==> config.mk <==
export PLATFORM = sky130hd
export DESIGN_NAME = mem_port_scheduler_flat
export DESIGN_NICKNAME = d
export VERILOG_FILES = /design/src/rtl/mem_port_scheduler_if.sv /design/src/rtl/mem_port_scheduler.sv /design/src/flat_wrapper.sv
export SDC_FILE = /design/constraint.sdc
export NUM_CORES = 1
export LEC_CHECK = 0
export ABC_CLOCK_PERIOD_IN_PS = 1900
export BUFFER_PORTS_ARGS = -buffer_cell sky130_fd_sc_hd__clkbuf_2
export CORE_MARGIN = 2
export CORE_UTILIZATION = 46
export DETAILED_ROUTE_END_ITERATION = 7
export PLACE_DENSITY_LB_ADDON = 0.12
export SLEW_MARGIN = 30
export SYNTH_ARGS = -nofsm -noshare
export SYNTH_HDL_FRONTEND = slang
export SYNTH_SLANG_ARGS = --single-unit
==> constraint.sdc <==
create_clock -name clk -period 1.9 [get_ports clk]
set_input_delay 0.095 -clock clk [delete_from_list [all_inputs] [get_ports clk]]
set_output_delay 0.095 -clock clk [all_outputs]
set_load 0.05 [all_outputs]
==> src/rtl/mem_port_scheduler_if.sv <==
// Bundle of the three requester ports, the shared memory port and the status
// outputs of mem_port_scheduler.
interface mem_port_scheduler_if #(
  parameter int ADDR_W = 25
);
  logic              cpu_req;
  logic              cpu_we;
  logic [ADDR_W-1:0] cpu_addr;
  logic [7:0]        cpu_wdata;
  logic [7:0]        cpu_rdata;
  logic              cpu_ack;

  logic              dl_req;
  logic [ADDR_W-1:0] dl_addr;
  logic [7:0]        dl_wdata;
  logic              dl_ack;

  logic              nv_req;
  logic              nv_we;
  logic [ADDR_W-1:0] nv_addr;
  logic [7:0]        nv_wdata;
  logic [7:0]        nv_rdata;
  logic              nv_ack;

  logic [ADDR_W-1:0] mem_addr;
  logic [7:0]        mem_wdata;
  logic              mem_rd;
  logic              mem_we;
  logic              mem_ready;
  logic [7:0]        mem_rdata;

  logic              busy;
  logic              timeout_err;

  modport slave (
    input  cpu_req, cpu_we, cpu_addr, cpu_wdata,
    output cpu_rdata, cpu_ack,
    input  dl_req, dl_addr, dl_wdata,
    output dl_ack,
    input  nv_req, nv_we, nv_addr, nv_wdata,
    output nv_rdata, nv_ack,
    output mem_addr, mem_wdata, mem_rd, mem_we,
    input  mem_ready, mem_rdata,
    output busy, timeout_err
  );

  modport master (
    output cpu_req, cpu_we, cpu_addr, cpu_wdata,
    input  cpu_rdata, cpu_ack,
    output dl_req, dl_addr, dl_wdata,
    input  dl_ack,
    output nv_req, nv_we, nv_addr, nv_wdata,
    input  nv_rdata, nv_ack,
    input  mem_addr, mem_wdata, mem_rd, mem_we,
    output mem_ready, mem_rdata,
    input  busy, timeout_err
  );
endinterface

==> src/rtl/mem_port_scheduler.sv <==
// Arbitrates CPU, download and NVRAM-backup requesters onto one shared
// byte-wide memory port, one transaction in flight at a time.
module mem_port_scheduler #(
  parameter int ADDR_W    = 25,
  parameter int TIMEOUT   = 255,
  parameter int CPU_BURST = 4
) (
  input  logic                clk,
  input  logic                reset_n,
  mem_port_scheduler_if.slave bus
);

  localparam int BURST_W = $clog2(CPU_BURST + 1);

  typedef enum logic [1:0] {
    ST_IDLE  = 2'd0,
    ST_ISSUE = 2'd1,
    ST_WAIT  = 2'd2,
    ST_DONE  = 2'd3
  } state_t;

  typedef enum logic [1:0] {
    ID_CPU = 2'd0,
    ID_DL  = 2'd1,
    ID_NV  = 2'd2
  } port_id_t;

  state_t             state_r, state_nxt_s;
  port_id_t           gnt_id_r, gnt_id_nxt_s;
  logic               we_r, we_nxt_s;
  logic [ADDR_W-1:0]  mem_addr_r, mem_addr_nxt_s;
  logic [7:0]         mem_wdata_r, mem_wdata_nxt_s;
  logic [BURST_W-1:0] burst_r, burst_nxt_s;
  logic [7:0]         tmo_cnt_r, tmo_cnt_nxt_s;
  logic               last_nv_r, last_nv_nxt_s;
  logic               timeout_err_r, timeout_err_nxt_s;
  logic               mem_rd_r, mem_rd_nxt_s;
  logic               mem_we_r, mem_we_nxt_s;
  logic               cpu_ack_r, cpu_ack_nxt_s;
  logic               dl_ack_r, dl_ack_nxt_s;
  logic               nv_ack_r, nv_ack_nxt_s;
  logic [7:0]         cpu_rdata_r, cpu_rdata_nxt_s;
  logic [7:0]         nv_rdata_r, nv_rdata_nxt_s;
  logic               busy_r;

  logic               any_req_s;
  logic               burst_full_s;
  logic               cpu_wins_s;
  logic               pick_nv_s;
  logic [7:0]         cap_data_s;

  // Grant decision: CPU first unless its burst is used up while DL/NV wait;
  // DL/NV alternate, DL preferred when NV was served last.
  always_comb begin
    any_req_s    = bus.cpu_req | bus.dl_req | bus.nv_req;
    burst_full_s = (burst_r == BURST_W'(CPU_BURST));
    cpu_wins_s   = bus.cpu_req & ~(burst_full_s & (bus.dl_req | bus.nv_req));
    pick_nv_s    = bus.nv_req & (~bus.dl_req | ~last_nv_r);
    cap_data_s   = bus.mem_ready ? bus.mem_rdata : 8'hFF;
  end

  // Next-state and next-output logic; every output is registered below
  always_comb begin
    state_nxt_s       = state_r;
    gnt_id_nxt_s      = gnt_id_r;
    we_nxt_s          = we_r;
    mem_addr_nxt_s    = mem_addr_r;
    mem_wdata_nxt_s   = mem_wdata_r;
    burst_nxt_s       = burst_r;
    tmo_cnt_nxt_s     = tmo_cnt_r;
    last_nv_nxt_s     = last_nv_r;
    timeout_err_nxt_s = timeout_err_r;
    mem_rd_nxt_s      = 1'b0;
    mem_we_nxt_s      = 1'b0;
    cpu_ack_nxt_s     = 1'b0;
    dl_ack_nxt_s      = 1'b0;
    nv_ack_nxt_s      = 1'b0;
    cpu_rdata_nxt_s   = cpu_rdata_r;
    nv_rdata_nxt_s    = nv_rdata_r;

    case (state_r)
      ST_IDLE: begin
        if (any_req_s) begin
          state_nxt_s = ST_ISSUE;
          if (cpu_wins_s) begin
            gnt_id_nxt_s    = ID_CPU;
            we_nxt_s        = bus.cpu_we;
            mem_addr_nxt_s  = bus.cpu_addr;
            mem_wdata_nxt_s = bus.cpu_wdata;
            if (burst_full_s) begin
              burst_nxt_s = burst_r;
            end else begin
              burst_nxt_s = burst_r + BURST_W'(1);
            end
          end else if (pick_nv_s) begin
            gnt_id_nxt_s    = ID_NV;
            we_nxt_s        = bus.nv_we;
            mem_addr_nxt_s  = bus.nv_addr;
            mem_wdata_nxt_s = bus.nv_wdata;
            burst_nxt_s     = '0;
            last_nv_nxt_s   = 1'b1;
          end else begin
            gnt_id_nxt_s    = ID_DL;
            we_nxt_s        = 1'b1;
            mem_addr_nxt_s  = bus.dl_addr;
            mem_wdata_nxt_s = bus.dl_wdata;
            burst_nxt_s     = '0;
            last_nv_nxt_s   = 1'b0;
          end
          // Strobe registered on the grant edge so it is high during ISSUE
          mem_we_nxt_s = we_nxt_s;
          mem_rd_nxt_s = ~we_nxt_s;
        end else begin
          burst_nxt_s = '0;
        end
      end

      ST_ISSUE: begin
        state_nxt_s   = ST_WAIT;
        tmo_cnt_nxt_s = 8'd0;
      end

      ST_WAIT: begin
        // A real mem_ready on the final WAIT cycle wins over the timeout
        if (bus.mem_ready || (tmo_cnt_r == 8'(TIMEOUT - 1))) begin
          state_nxt_s       = ST_DONE;
          timeout_err_nxt_s = timeout_err_r | ~bus.mem_ready;
          case (gnt_id_r)
            ID_CPU: begin
              cpu_ack_nxt_s   = 1'b1;
              cpu_rdata_nxt_s = cap_data_s;
            end
            ID_DL: begin
              dl_ack_nxt_s = 1'b1;
            end
            ID_NV: begin
              nv_ack_nxt_s   = 1'b1;
              nv_rdata_nxt_s = cap_data_s;
            end
            default: begin
              dl_ack_nxt_s = 1'b0;
            end
          endcase
        end else begin
          tmo_cnt_nxt_s = tmo_cnt_r + 8'd1;
        end
      end

      ST_DONE: begin
        state_nxt_s = ST_IDLE;
      end

      default: begin
        state_nxt_s = ST_IDLE;
      end
    endcase
  end

  // State and output registers
  always_ff @(posedge clk or negedge reset_n) begin
    if (!reset_n) begin
      state_r       <= ST_IDLE;
      gnt_id_r      <= ID_CPU;
      we_r          <= 1'b0;
      mem_addr_r    <= '0;
      mem_wdata_r   <= 8'd0;
      burst_r       <= '0;
      tmo_cnt_r     <= 8'd0;
      last_nv_r     <= 1'b1;
      timeout_err_r <= 1'b0;
      mem_rd_r      <= 1'b0;
      mem_we_r      <= 1'b0;
      cpu_ack_r     <= 1'b0;
      dl_ack_r      <= 1'b0;
      nv_ack_r      <= 1'b0;
      cpu_rdata_r   <= 8'd0;
      nv_rdata_r    <= 8'd0;
      busy_r        <= 1'b0;
    end else begin
      state_r       <= state_nxt_s;
      gnt_id_r      <= gnt_id_nxt_s;
      we_r          <= we_nxt_s;
      mem_addr_r    <= mem_addr_nxt_s;
      mem_wdata_r   <= mem_wdata_nxt_s;
      burst_r       <= burst_nxt_s;
      tmo_cnt_r     <= tmo_cnt_nxt_s;
      last_nv_r     <= last_nv_nxt_s;
      timeout_err_r <= timeout_err_nxt_s;
      mem_rd_r      <= mem_rd_nxt_s;
      mem_we_r      <= mem_we_nxt_s;
      cpu_ack_r     <= cpu_ack_nxt_s;
      dl_ack_r      <= dl_ack_nxt_s;
      nv_ack_r      <= nv_ack_nxt_s;
      cpu_rdata_r   <= cpu_rdata_nxt_s;
      nv_rdata_r    <= nv_rdata_nxt_s;
      busy_r        <= (state_nxt_s != ST_IDLE);
    end
  end

  assign bus.mem_addr    = mem_addr_r;
  assign bus.mem_wdata   = mem_wdata_r;
  assign bus.mem_rd      = mem_rd_r;
  assign bus.mem_we      = mem_we_r;
  assign bus.cpu_ack     = cpu_ack_r;
  assign bus.cpu_rdata   = cpu_rdata_r;
  assign bus.dl_ack      = dl_ack_r;
  assign bus.nv_ack      = nv_ack_r;
  assign bus.nv_rdata    = nv_rdata_r;
  assign bus.busy        = busy_r;
  assign bus.timeout_err = timeout_err_r;

endmodule
==> src/flat_wrapper.sv <==
// flat-port wrapper written by rule: the top's interface ports become plain ports
module mem_port_scheduler_flat 
#(
  parameter int ADDR_W    = 25,
  parameter int TIMEOUT   = 255,
  parameter int CPU_BURST = 4
)
  (clk, reset_n, bus_cpu_req, bus_cpu_we, bus_cpu_addr, bus_cpu_wdata, bus_cpu_rdata, bus_cpu_ack, bus_dl_req, bus_dl_addr, bus_dl_wdata, bus_dl_ack, bus_nv_req, bus_nv_we, bus_nv_addr, bus_nv_wdata, bus_nv_rdata, bus_nv_ack, bus_mem_addr, bus_mem_wdata, bus_mem_rd, bus_mem_we, bus_mem_ready, bus_mem_rdata, bus_busy, bus_timeout_err);
  mem_port_scheduler_if #(.ADDR_W(ADDR_W)) bus_i ();
  input  logic clk;
  input  logic reset_n;
  input wire logic [$bits(bus_i.cpu_req)-1:0] bus_cpu_req;
  input wire logic [$bits(bus_i.cpu_we)-1:0] bus_cpu_we;
  input wire logic [$bits(bus_i.cpu_addr)-1:0] bus_cpu_addr;
  input wire logic [$bits(bus_i.cpu_wdata)-1:0] bus_cpu_wdata;
  output wire logic [$bits(bus_i.cpu_rdata)-1:0] bus_cpu_rdata;
  output wire logic [$bits(bus_i.cpu_ack)-1:0] bus_cpu_ack;
  input wire logic [$bits(bus_i.dl_req)-1:0] bus_dl_req;
  input wire logic [$bits(bus_i.dl_addr)-1:0] bus_dl_addr;
  input wire logic [$bits(bus_i.dl_wdata)-1:0] bus_dl_wdata;
  output wire logic [$bits(bus_i.dl_ack)-1:0] bus_dl_ack;
  input wire logic [$bits(bus_i.nv_req)-1:0] bus_nv_req;
  input wire logic [$bits(bus_i.nv_we)-1:0] bus_nv_we;
  input wire logic [$bits(bus_i.nv_addr)-1:0] bus_nv_addr;
  input wire logic [$bits(bus_i.nv_wdata)-1:0] bus_nv_wdata;
  output wire logic [$bits(bus_i.nv_rdata)-1:0] bus_nv_rdata;
  output wire logic [$bits(bus_i.nv_ack)-1:0] bus_nv_ack;
  output wire logic [$bits(bus_i.mem_addr)-1:0] bus_mem_addr;
  output wire logic [$bits(bus_i.mem_wdata)-1:0] bus_mem_wdata;
  output wire logic [$bits(bus_i.mem_rd)-1:0] bus_mem_rd;
  output wire logic [$bits(bus_i.mem_we)-1:0] bus_mem_we;
  input wire logic [$bits(bus_i.mem_ready)-1:0] bus_mem_ready;
  input wire logic [$bits(bus_i.mem_rdata)-1:0] bus_mem_rdata;
  output wire logic [$bits(bus_i.busy)-1:0] bus_busy;
  output wire logic [$bits(bus_i.timeout_err)-1:0] bus_timeout_err;
  assign bus_i.cpu_req = bus_cpu_req;
  assign bus_i.cpu_we = bus_cpu_we;
  assign bus_i.cpu_addr = bus_cpu_addr;
  assign bus_i.cpu_wdata = bus_cpu_wdata;
  assign bus_cpu_rdata = bus_i.cpu_rdata;
  assign bus_cpu_ack = bus_i.cpu_ack;
  assign bus_i.dl_req = bus_dl_req;
  assign bus_i.dl_addr = bus_dl_addr;
  assign bus_i.dl_wdata = bus_dl_wdata;
  assign bus_dl_ack = bus_i.dl_ack;
  assign bus_i.nv_req = bus_nv_req;
  assign bus_i.nv_we = bus_nv_we;
  assign bus_i.nv_addr = bus_nv_addr;
  assign bus_i.nv_wdata = bus_nv_wdata;
  assign bus_nv_rdata = bus_i.nv_rdata;
  assign bus_nv_ack = bus_i.nv_ack;
  assign bus_mem_addr = bus_i.mem_addr;
  assign bus_mem_wdata = bus_i.mem_wdata;
  assign bus_mem_rd = bus_i.mem_rd;
  assign bus_mem_we = bus_i.mem_we;
  assign bus_i.mem_ready = bus_mem_ready;
  assign bus_i.mem_rdata = bus_mem_rdata;
  assign bus_busy = bus_i.busy;
  assign bus_timeout_err = bus_i.timeout_err;
  mem_port_scheduler #(.ADDR_W(ADDR_W), .TIMEOUT(TIMEOUT), .CPU_BURST(CPU_BURST)) u_core (.clk(clk), .reset_n(reset_n), .bus(bus_i));
endmodule
# After elaboration in Yosys (flattened, before gate mapping)
# Index checks and enable logic that the tools add are counted.
[word_totals]
input_bits = 115
output_inout_bits = 56
register_bits = 72
wordCells = 86
[classes]
n_mux = 33
eq_ne = 9
n_bitwise = 14
add_sub_neg = 2
reduce_logical = 12
[ops]
columns = ["op", "n"]
rows = [
  ["$mux 25", 2],
  ["$mux 8", 4],
  ["$mux 1", 18],
  ["$pmux 8 s2", 1],
  ["$mux 3", 3],
  ["$reduce_and 3->1", 3],
  ["$add 8x1->8 const B", 1],
  ["$eq 8x8->1 const B", 1],
  ["$mux 2", 4],
  ["$pmux 2 s4", 1],
  ["$reduce_and 2->1", 4],
  ["$eq 2x2->1 const B", 3],
  ["$not 1->1", 6],
  ["$or 1x1->1", 5],
  ["$eq 2x1->1 const B", 2],
  ["$logic_not 2->1", 2],
  ["$reduce_bool 2->1", 2],
  ["$add 3x1->3 const B", 1],
  ["$and 1x1->1", 3],
  ["$eq 3x3->1 const B", 1],
  ["$ne 3x3->1 const B", 1],
  ["$ne 2x2->1 const B", 1],
  ["$logic_or 1x1->1", 1],
]

# Logic depth before layout (Yosys ltp)
# Gate-level depths: netlist of run 1.
[logic_depth]
ltp_word = 10
depth_mapped = 8
ltp_nobuf = 6

# Least setup slack after synthesis of run 1
# Ideal clock, no wire load.
[synth_timing]
kind = "flip-flop to flip-flop"
start = "register u_core.state_r[0]"
end = "register u_core.mem_addr_r[16] (netlist: u_core.bus.mem_addr[16])"
path_buffers = 2
arrival_time_ns = 1.666
slack_ns = 0.157
path_stages_with_launch = 9
t_required_ns = 1.823
setup_ns = 0.077
period_less_slack_ns = 1.743
cell_sequence = "dfrtp_1 inv_1 ha_1 clkbuf_1 nand2_1 a221oi_4 buf_2 a22oi_1 o21ai_1"
[synth_via]
elab_chain_len = 2
[synth_rtl]
columns = ["item", "line_no", "source"]
rows = [
  ["start, declared", "mem_port_scheduler.sv:28", "state_t state_r, state_nxt_s;"],
  ["start signal, assigned", "mem_port_scheduler.sv:180", "state_r <= state_nxt_s;"],
  ["$logic_not 2->1", "mem_port_scheduler.sv:81", "case (state_r)"],
  ["$reduce_and 2->1 (no source line)", "n/a", ""],
  ["end signal, assigned", "mem_port_scheduler.sv:183", "mem_addr_r <= mem_addr_nxt_s;"],
  ["end, declared", "mem_port_scheduler.sv:31", "logic [ADDR_W-1:0] mem_addr_r, mem_addr_nxt_s;"],
]
# No other way between the ends.
# A chain may end at the register's enable or synchronous reset.

# Worst setup path after layout of run 1
[layout_timing]
start = "register u_core.state_r[0]"
end = "register u_core.nv_rdata_r[7] (netlist: u_core.bus.nv_rdata[7])"
[layout_via]
elab_chain_len = 2
[layout_rtl]
columns = ["item", "line_no", "source"]
rows = [
  ["$eq 2x2->1", "mem_port_scheduler.sv:81", ""],
  ["$reduce_and 3->1 (no source line)", "n/a", ""],
  ["end signal, assigned", "mem_port_scheduler.sv:195", "nv_rdata_r <= nv_rdata_nxt_s;"],
  ["end, declared", "mem_port_scheduler.sv:43", "logic [7:0] nv_rdata_r, nv_rdata_nxt_s;"],
]
# No other way between the ends.

==> reports/metrics.yaml, run 1 <==
critical_path:
  max_stage_delay_ns: 0.40
  cp.arrival_ns: 1.95
  crit_fanout: 8
  startpoint_type: "register"
  cp-end-kind: "register"
  critPathTopFamily: "simple AND/OR/NAND/NOR gates"
  crit_buf_inv: 1
  critical_path_class: "register to register"
  rrSetupSlack_ns: 0.18
  crit_required_ns: 2.13
  critical-path-slowest-cell: "dfrtp_1"
  path_cells: "inv_1 -> ha_1 -> nor2b_1 -> nand3_1 -> o22a_1"
routing:
  highest_layer: "met4"
  dr_wl_met2_um: 4420
  routed_via_density: 5.12
  dr.pass1.iters: 4
  drcViolationCount: 0
  routed_wirelength_um: 8920
  wl_per_cell_um: 13.5
  route.met3.wl_um: 539
  wl_met1_um: 3840
  vias: 3366
  drt_iter0_markers: 138
  antenna_left: 0
clock_tree:
  cts_buffers: 9
  cts-root-buf: "clkbuf_8"
  cts_tree: "done"
  clk_latency_ns: 0.34
  clkTransAtPathRegs_ns: 0.08
  htree_num_levels: 3
  cts.sinks: 72
  clockBufferDepth: 2
synthesis:
  netlist_instances: 356
  ys_ff_latch: 72
  yosys.area_share.adder_pct: 2.46
  synth_flop_cell: "dfrtp_1"
  ys_seq_area_share_pct: 50.7
  synth_compound_area_share_pct: 24.1
  synth_fp_nets: 478
  yosysUniqueCellTypes: 48
  synthXorXnorAreaFrac_pct: 0.738
  avgSynthCellArea_sq_um: 10.0
  synth-simple-area-share_pct: 17.4
  syn_area_sq_mm: 0.00356
  synth.area.mux_share_pct: 0.281
  yosysWarnings: 0
  synth_top_family_by_area: "compound AO/OA/AOI/OAI gates"
  synth-edff-count: 0
  async_flop_share_pct: 100
hold_path:
  min_path_type: "input port to register"
power_and_ir_drop:
  cellPowerDensity_mw_per_mm2: 1660
  internal_power_mw: 4.12
  p_sw_share_pct: 50.5
  p_seq_share_pct: 31.1
  leakage_nw: 2.50
  comb_power_share_pct: 53.9
  peakVddDrop_mv: 0.872
  p_switching_mw: 4.20
  clkPwrFrac_pct: 14.9
layout:
  final_cell_mix: "169 x clkbuf_2, 71 x dfrtp_1, 62 x nand2_1"
  syn2layout_area_growth_pct: 40.6
  nets: 673
  final_cells: 658
  final_layout_size_suffix_gt1_share_pct: 39.0
  final_common_cell: "clkbuf_2"
  antenna_cells: 0
timing:
  fin_crit_sh_pct: 90.8
  slew_violations: 0
  fin_ws_ns: 0.176
  min_period_ns: 1.72
  worst_pin_slew_ns: 0.460
  finClkSkew_ns: 0.00964
  slew_headroom_pct: 69.3
  timing.final.hold_violations: 0
  hold_ws_ns: 0.0128
  fmaxAchievable_ghz: 0.580
  rsz0062_at_grt: "false"
  setup_viol: 0
grt:
  grt_pass1_vias: 3186
  grt_use_total_pct: 21.5
  grt_antenna_before_repair: 0
  grt_max_degree: 73
  grt-ovfl-total: 0
  grt_pass1_wl_um: 14700
outcome:
  status: "finished clean"
placed_design:
  port_buffers: 170
  dp_slack_ns: -0.0336
  place_congestion: 0.789
  dp.cells: 616
  dpl.hpwl_um: 6300
die:
  fp.dieW_um: 92.0
  core.rowCount: 32
  dieArea_sq_mm: 0.00846
  start_util_pct: 46.8
  core_sq_mm: 0.00761
  die-height_um: 92.0
  io_pins: 171
job:
  max-cap-violations: 0
[worst paths after layout]
check	startpoint	end	cells after the start
max in group asynchronous	reset_n	u_core.last_nv_r$_DFFE_PN1P_	3
worst max-delay path	u_core.state_r[0]$_DFF_PN0_	u_core.bus.nv_rdata[7]$_DFFE_PN0P_	5
worst max register to register	u_core.state_r[0]$_DFF_PN0_	u_core.bus.nv_rdata[7]$_DFFE_PN0P_	5
min in group asynchronous	reset_n	u_core.tmo_cnt_r[5]$_DFFE_PN0P_	2
worst min register to register	u_core.bus.mem_addr[8]$_DFFE_PN0P_	u_core.bus.mem_addr[8]$_DFFE_PN0P_	2
worst min-delay path	bus_cpu_addr[23]	u_core.bus.mem_addr[23]$_DFFE_PN0P_	3
[registers in the layout, summed over array words and instances, names as in the netlist]
name                    flops
u_core.bus.dl_ack           1
u_core.bus.cpu_ack          1
u_core.bus.nv_ack           1
u_core.bus.mem_wdata        8
u_core.bus.mem_addr        25
u_core.state_r              2
u_core.last_nv_r            1
u_core.bus.busy             1
u_core.bus.timeout_err      1
u_core.bus.mem_rd           1
u_core.gnt_id_r             2
u_core.burst_r              3
u_core.bus.mem_we           1
u_core.tmo_cnt_r            8
u_core.bus.cpu_rdata        8
u_core.bus.nv_rdata         8
[power by group through the flow]
stage               Clock, mW  Sequential [mW]  Combinational (mW)
detailed placement          0             2.61                4.44
global placement            0             2.59                4.37
finish                   1.24             2.59                4.49
global route             1.33             2.68                4.80
floorplan                   0             4.43                1.51
CTS                      1.27             2.59                4.48
[final cells by class]
type	instances	area [sq um]
Inverter	6	22.5
Clock inverter	7	78.8
Clock buffer	9	124
Multi-Input combinational cell	255	1610
Tap cell	102	128
Fill cell	658	2600
Sequential cell	72	1800
Timing Repair Buffer	207	1240
[per-stage QoR]
| step | util, % | TNS (ns) | cell area [sq um] | total power, mW |
|---|---|---|---|---|
| floorplan | - | 0 | 3560 | 5.94 |
| global placement | 59.6 | 0 | 4530 | 6.96 |
| detailed placement | 59.6 | -0.0355 | 4530 | 7.05 |
| CTS | 65.4 | 0 | 4980 | 8.34 |
| global route | 65.8 | 0 | 5000 | 8.81 |
| finish | 65.8 | 0 | 5000 | 8.32 |
[cells by family after synthesis]
| logic type | Yosys count |
|---|---|
| buffers and inverters | 29 |
| AO/OA/AOI/OAI | 112 |
| AND/OR/NAND/NOR | 132 |
| multiplexers | 1 |
| flip-flops | 72 |
| adder cells (fa/ha/maj) | 7 |
| XOR/XNOR | 3 |
[Yosys cell counts, types with 5 or more instances]
cell type / count / share of area [%]
o22a_1: 16 / 3.9
nand3_1: 13 / 1.8
buf_2: 14 / 2.0
o31ai_1: 16 / 3.4
inv_1: 6 / 0.63
ha_1: 7 / 2.5
o21ai_0: 17 / 2.4
nor2_1: 20 / 2.1
dfrtp_1: 71 / 50
clkbuf_1: 5 / 0.53
and3_1: 18 / 3.2
o21ai_1: 10 / 1.4
nand2_1: 62 / 6.5
a22oi_1: 31 / 6.5
[what timing repair did]
action                                  in CTS  in global routing
pin swaps                                    0                  1
endpoints found under the hold margin       60                  0
hold buffers                                24                  0
endpoints found under the setup margin       5                  6
gates resized for setup                      1                  0
setup buffers                                0                  2
[tightest hold or removal path: cells and delay by family]
kind / cells / cell delay (ns)
buf+inv: 1 / 0.08
compound gates: 1 / 0.06
simple gates: 1 / 0.09
[layer usage]
| layer | vias up | track usage [%] |
|---|---|---|
| met3 | 11 | 4.68 |
| met2 | 113 | 36.0 |
| met5 | - | 0 |
| met1 | 1563 | 27.8 |
| li1 | 1679 | - |
| met4 | 0 | 7.34 |
Note: power is estimated with default switching activity, not from simulation.
==> run 2: changes to the inputs <==
--- a/config.mk
+++ b/config.mk
@@ -7,7 +7,8 @@
 export LEC_CHECK = 0
 export ABC_CLOCK_PERIOD_IN_PS = 1900
 export BUFFER_PORTS_ARGS = -buffer_cell sky130_fd_sc_hd__clkbuf_2
-export CORE_MARGIN = 2
+export CAP_MARGIN = 20
+export CORE_MARGIN = 1.5
 export CORE_UTILIZATION = 46
 export DETAILED_ROUTE_END_ITERATION = 7
 export PLACE_DENSITY_LB_ADDON = 0.12
==> run 2 against run 1 <==
Against the previous run: flip-flop and latch count unchanged; critical path depth unchanged; sequential share of layout area increased by 0.23 points; clock skew decreased by 0.0036 ns; first-iteration DRC count decreased by 14%; die area decreased by 2.2%; clock power decreased by 17%.
==> reports/metrics.yaml, run 2 (same netlist as run 1, synthesis figures left out) <==
routing:
  routed_wirelength_um: 8980
  drcViolationCount: 0
  routed_via_density: 5.16
  wl_per_cell_um: 13.7
  drt_iter0_markers: 119
  vias: 3373
  dr.pass1.iters: 7
  antenna_left: 0
clock_tree:
  htree_num_levels: 3
  cts-root-buf: "clkbuf_8"
  clockBufferDepth: 2
  hold_buffers: 25
  cts_resized: 0
  cts.sinks: 72
  cts_buffers: 9
  clk_latency_ns: 0.34
  cts_tree: "done"
  cts_setup_buffers: 0
  clkTransAtPathRegs_ns: 0.08
grt:
  grt-ovfl-total: 0
  grt_pass1_wl_um: 14700
  grt_use_total_pct: 22.1
  grt_pass1_vias: 3302
  grt_antenna_before_repair: 0
  grt_max_degree: 47
timing:
  setup_viol: 0
  worst_pin_slew_ns: 0.473
  tns_ns: 0
  finClkSkew_ns: 0.00606
  slew_headroom_pct: 68.4
  rsz0062_at_grt: "false"
  fin_crit_sh_pct: 90.9
  hold_ws_ns: 0.00784
  fin_ws_ns: 0.173
  timing.final.hold_violations: 0
  min_period_ns: 1.73
  fmaxAchievable_ghz: 0.579
  slew_violations: 0
power_and_ir_drop:
  p_total_mw: 8.09
  peakVddDrop_mv: 0.738
  leakage_nw: 2.48
  cellPowerDensity_mw_per_mm2: 1630
layout:
  regArea_sq_mm: 0.00180
  antenna_cells: 0
  fin_area_sq_mm: 0.00497
  final_common_cell: "clkbuf_2"
  nFillCells: 617
  largest_reg_flops: 25
  final_util_pct: 67.5
  nets: 673
  syn2layout_area_growth_pct: 39.7
  final_layout_size_suffix_gt1_share_pct: 38.6
  multi_input_area_sq_mm: 0.00161
  final_cells: 654
  final_cell_mix: "169 x clkbuf_2, 71 x dfrtp_1, 62 x nand2_1"
critical_path:
  cp.arrival_ns: 1.96
  cp-end-kind: "register"
  rrSetupSlack_ns: 0.17
  timing.rr.start: "u_core.state_r[0]$_DFF_PN0_"
  crit_required_ns: 2.13
  startpoint_type: "register"
  crit_fanout: 8
  r2r-end: "u_core.bus.nv_rdata[0]$_DFFE_PN0P_"
  critical_path_class: "register to register"
  ff2ff_path_depth: 5
outcome:
  status: "finished clean"
die:
  start_util_pct: 48.3
  fp.dieW_um: 91.0
  dieArea_sq_mm: 0.00828
  die-height_um: 91.0
  core_sq_mm: 0.00737
  io_pins: 171
  core.rowCount: 31
placed_design:
  dpl_cell_area_sq_mm: 0.00456
  port_buffers: 170
  dpl.hpwl_um: 6360
  dp.cells: 614
  place_congestion: 0.806
  dp_slack_ns: 0.192
hold_path:
  hold_path_startpoint: "bus_dl_addr[16]"
  worstHoldPathCells: 3
  hold_end: "u_core.bus.mem_addr[16]$_DFFE_PN0P_"
  min_path_type: "input port to register"
job:
  max-cap-violations: 0
[run 2: cell count changes in the layout (fill, tap and decap cells not counted)]
cell / delta
inv_6: -3
and2_1: +1
buf_4: -2
dlygate4sd3_1: +1
buf_12: +1
bufinv_16: -1
and2_2: -1
clkinv_2: +3
[run 2: metal layers]
layer | part of all wire, % | vias up | global-route usage [%]
li1 | - | 1676 | -
met1 | 43 | 1569 | 26.7
met2 | 51 | 113 | 38.4
met3 | 5.0 | 15 | 4.86
met4 | 1.6 | 0 | 8.46
met5 | 0 | - | 0
[run 2: how the worst max path moves through the flow]
stage | end | cells after the start | slack [ns] | start
after floorplan | u_core.bus.mem_addr[16]$_DFFE_PN0P_ | 8 | 0.16 | u_core.state_r[0]$_DFF_PN0_
after global placement | u_core.bus.cpu_rdata[3]$_DFFE_PN0P_ | 5 | 0.28 | u_core.state_r[0]$_DFF_PN0_
after detailed placement | u_core.bus.nv_rdata[0]$_DFFE_PN0P_ | 5 | 0.19 | u_core.state_r[0]$_DFF_PN0_
after CTS | u_core.bus.nv_rdata[0]$_DFFE_PN0P_ | 5 | 0.15 | u_core.state_r[0]$_DFF_PN0_
after global routing | u_core.bus.cpu_rdata[2]$_DFFE_PN0P_ | 5 | 0.007 | u_core.state_r[0]$_DFF_PN0_
final | u_core.bus.nv_rdata[0]$_DFFE_PN0P_ | 5 | 0.17 | u_core.state_r[0]$_DFF_PN0_
[run 2: cell type report]
class,count,area share [%]
sequential,72,36.3
tap,99,2.49
clock inverter,6,0.755
inverter,6,0.453
clock buffer,9,2.49
timing repair buffer,207,25.3
multi-input combinational,255,32.3
[run 2: worst max-delay path: stages (launching register included)]
cell and delay, ns:
dfrtp_1 0.40, inv_1 0.11, ha_1 0.25, nor2b_1 0.29, nand3_1 0.31, o22a_1 0.27
[run 2: power breakdown]
group          total [mW]  switching, mW  internal [mW]
clock                1.03          0.567          0.458
sequential           2.60          0.406           2.19
combinational        4.47           3.16           1.31
==> run 3: changes to the inputs <==
--- a/config.mk
+++ b/config.mk
@@ -5,7 +5,7 @@
 export SDC_FILE = /design/constraint.sdc
 export NUM_CORES = 1
 export LEC_CHECK = 0
-export ABC_CLOCK_PERIOD_IN_PS = 1900
+export ABC_CLOCK_PERIOD_IN_PS = 1640
 export BUFFER_PORTS_ARGS = -buffer_cell sky130_fd_sc_hd__clkbuf_2
 export CAP_MARGIN = 20
 export CORE_MARGIN = 1.5
==> constraint.sdc (replaced) <==
create_clock -name clk -period 1.64 [get_ports clk]
set_input_delay 0.082 -clock clk [delete_from_list [all_inputs] [get_ports clk]]
set_output_delay 0.082 -clock clk [all_outputs]
set_load 0.05 [all_outputs]
==> run 3 against run 2 <==
Against the previous run: register-to-register slack worse by 0.11 ns; routed wire length rose by 5.6%; sequential power up 15%; cell count increased by 4.0%; die area unchanged; first-iteration DRC count up 8.4%; combinational power increased by 26%; count of clock-buffer cells in the layout stayed put; fmax increased by 9.7%; critical endpoint is now u_core.bus.mem_addr[4]$_DFFE_PN0P_.
==> reports/metrics.yaml, run 3 (same netlist as run 1, synthesis figures left out) <==
outcome:
  status: "finished clean"
critical_path:
  cp-end-kind: "register"
  crit_fanout: 5
  cp.arrival_ns: 1.84
  crit_required_ns: 1.90
  critical_path_class: "register to register"
  startpoint_type: "register"
clock_tree:
  clk_latency_ns: 0.35
  clockBufferDepth: 2
  cts_tree: "done"
  cts.sinks: 72
  cts-root-buf: "clkbuf_8"
  clkTransAtPathRegs_ns: 0.08
  htree_num_levels: 3
  cts_buffers: 9
layout:
  final_cells: 680
  nets: 698
  final_layout_size_suffix_gt1_share_pct: 42.0
  syn2layout_area_growth_pct: 52.2
  final_cell_mix: "169 x clkbuf_2, 71 x dfrtp_1, 61 x nand2_1"
  final_common_cell: "clkbuf_2"
  antenna_cells: 0
  nFillCells: 565
  largest_reg_flops: 25
  fin_area_sq_mm: 0.00542
timing:
  timing.final.hold_violations: 0
  fmaxAchievable_ghz: 0.635
  finClkSkew_ns: 0.00523
  fin_ws_ns: 0.0654
  slew_headroom_pct: 73.2
  setup_viol: 0
  worst_pin_slew_ns: 0.397
  slew_violations: 0
  tns_ns: 0
  fin_crit_sh_pct: 96.0
  min_period_ns: 1.57
grt:
  grt-ovfl-total: 0
  grt_antenna_before_repair: 0
  grt_pass1_wl_um: 15400
  grt_max_degree: 49
  grt_pass1_vias: 3427
  grt_use_total_pct: 23.0
routing:
  dr.pass1.iters: 4
  routed_wirelength_um: 9490
  drt_iter0_markers: 129
  wl_per_cell_um: 13.9
  drcViolationCount: 0
  antenna_left: 0
  routed_via_density: 5.20
  vias: 3535
power_and_ir_drop:
  leakage_nw: 2.67
  cellPowerDensity_mw_per_mm2: 1900
  p_total_mw: 10.3
  peakVddDrop_mv: 1.01
placed_design:
  dp.cells: 622
  dp_slack_ns: -0.0407
  place_congestion: 0.821
  dpl_cell_area_sq_mm: 0.00465
  dpl.hpwl_um: 6430
  port_buffers: 170
die:
  io_pins: 171
  core_sq_mm: 0.00737
  dieArea_sq_mm: 0.00828
  fp.dieW_um: 91.0
  core.rowCount: 31
  start_util_pct: 48.3
  die-height_um: 91.0
job:
  max-cap-violations: 0
hold_path:
  min_path_type: "input port to register"
[run 3: worst paths after layout]
kind	slack (ns)	to	startpoint	depth (start not counted)
worst max-delay path	0.07	u_core.bus.mem_addr[4]$_DFFE_PN0P_	u_core.burst_r[0]$_DFFE_PN0P_	8
worst min-delay path	0.006	u_core.bus.mem_addr[16]$_DFFE_PN0P_	bus_nv_addr[16]	3
worst max register to register	0.07	u_core.bus.mem_addr[4]$_DFFE_PN0P_	u_core.burst_r[0]$_DFFE_PN0P_	8
worst min register to register	0.48	u_core.bus.mem_addr[8]$_DFFE_PN0P_	u_core.bus.mem_addr[8]$_DFFE_PN0P_	2
max in group asynchronous	0.82	u_core.last_nv_r$_DFFE_PN1P_	reset_n	3
min in group asynchronous	0.21	u_core.bus.mem_addr[6]$_DFFE_PN0P_	reset_n	2
[run 3: layout make-up]
cell class              instances  area, sq um  area share [%]
flip-flops and latches         72         1800            33.3
multi-input cells             255         1690            31.2
repair buffers                232         1530            28.3
clock buffers                   9          124            2.29
well taps                      99          124            2.29
clock inverters                 7          120            2.22
inverters                       6         22.5           0.416
[run 3: stage by stage]
stage / hold slack [ns] / utilization (%)
2_1_floorplan: -0.214 / -
6_report: 0.00576 / 73.5
4_1_cts: 0.000774 / 71.3
3_3_place_gp: 0.0288 / 63.1
5_1_grt: 0.0113 / 73.5
3_5_place_dp: 0.0268 / 63.1
[run 3: worst max-delay path, cell delays in order (launching register included)]
cell and delay, ns:
dfrtp_1 0.42, inv_2 0.08, ha_4 0.16, nand2_2 0.08
a221oi_4 0.27, buf_4 0.19, clkbuf_16 0.14, a22oi_1 0.05
o21ai_0 0.08
[run 3: timing repair]
item	4_1_cts	5_1_grt
endpoints found under the hold margin	68	0
cloned	0	3
hold buffers	34	0
setup endpoints to repair	9	57
pin swaps	0	3
resized for setup	5	15
setup buffers	0	5
[run 3: per-layer routing]
metal	vias to the layer above	part of all wire [%]	GRT usage (%)	wire length, um
met3	12	6.4	6.20	603
met1	1678	42	27.9	3950
met2	122	51	39.3	4800
met5	-	0	0	0
met4	0	1.3	7.55	125
li1	1723	-	-	-
[run 3: report_power, final]
group          total (mW)  switching (mW)  internal (mW)  leakage [nW]
Sequential           2.99           0.455           2.53         0.888
Clock                1.70           0.687           1.01         0.119
Combinational        5.63            3.81           1.81          1.66
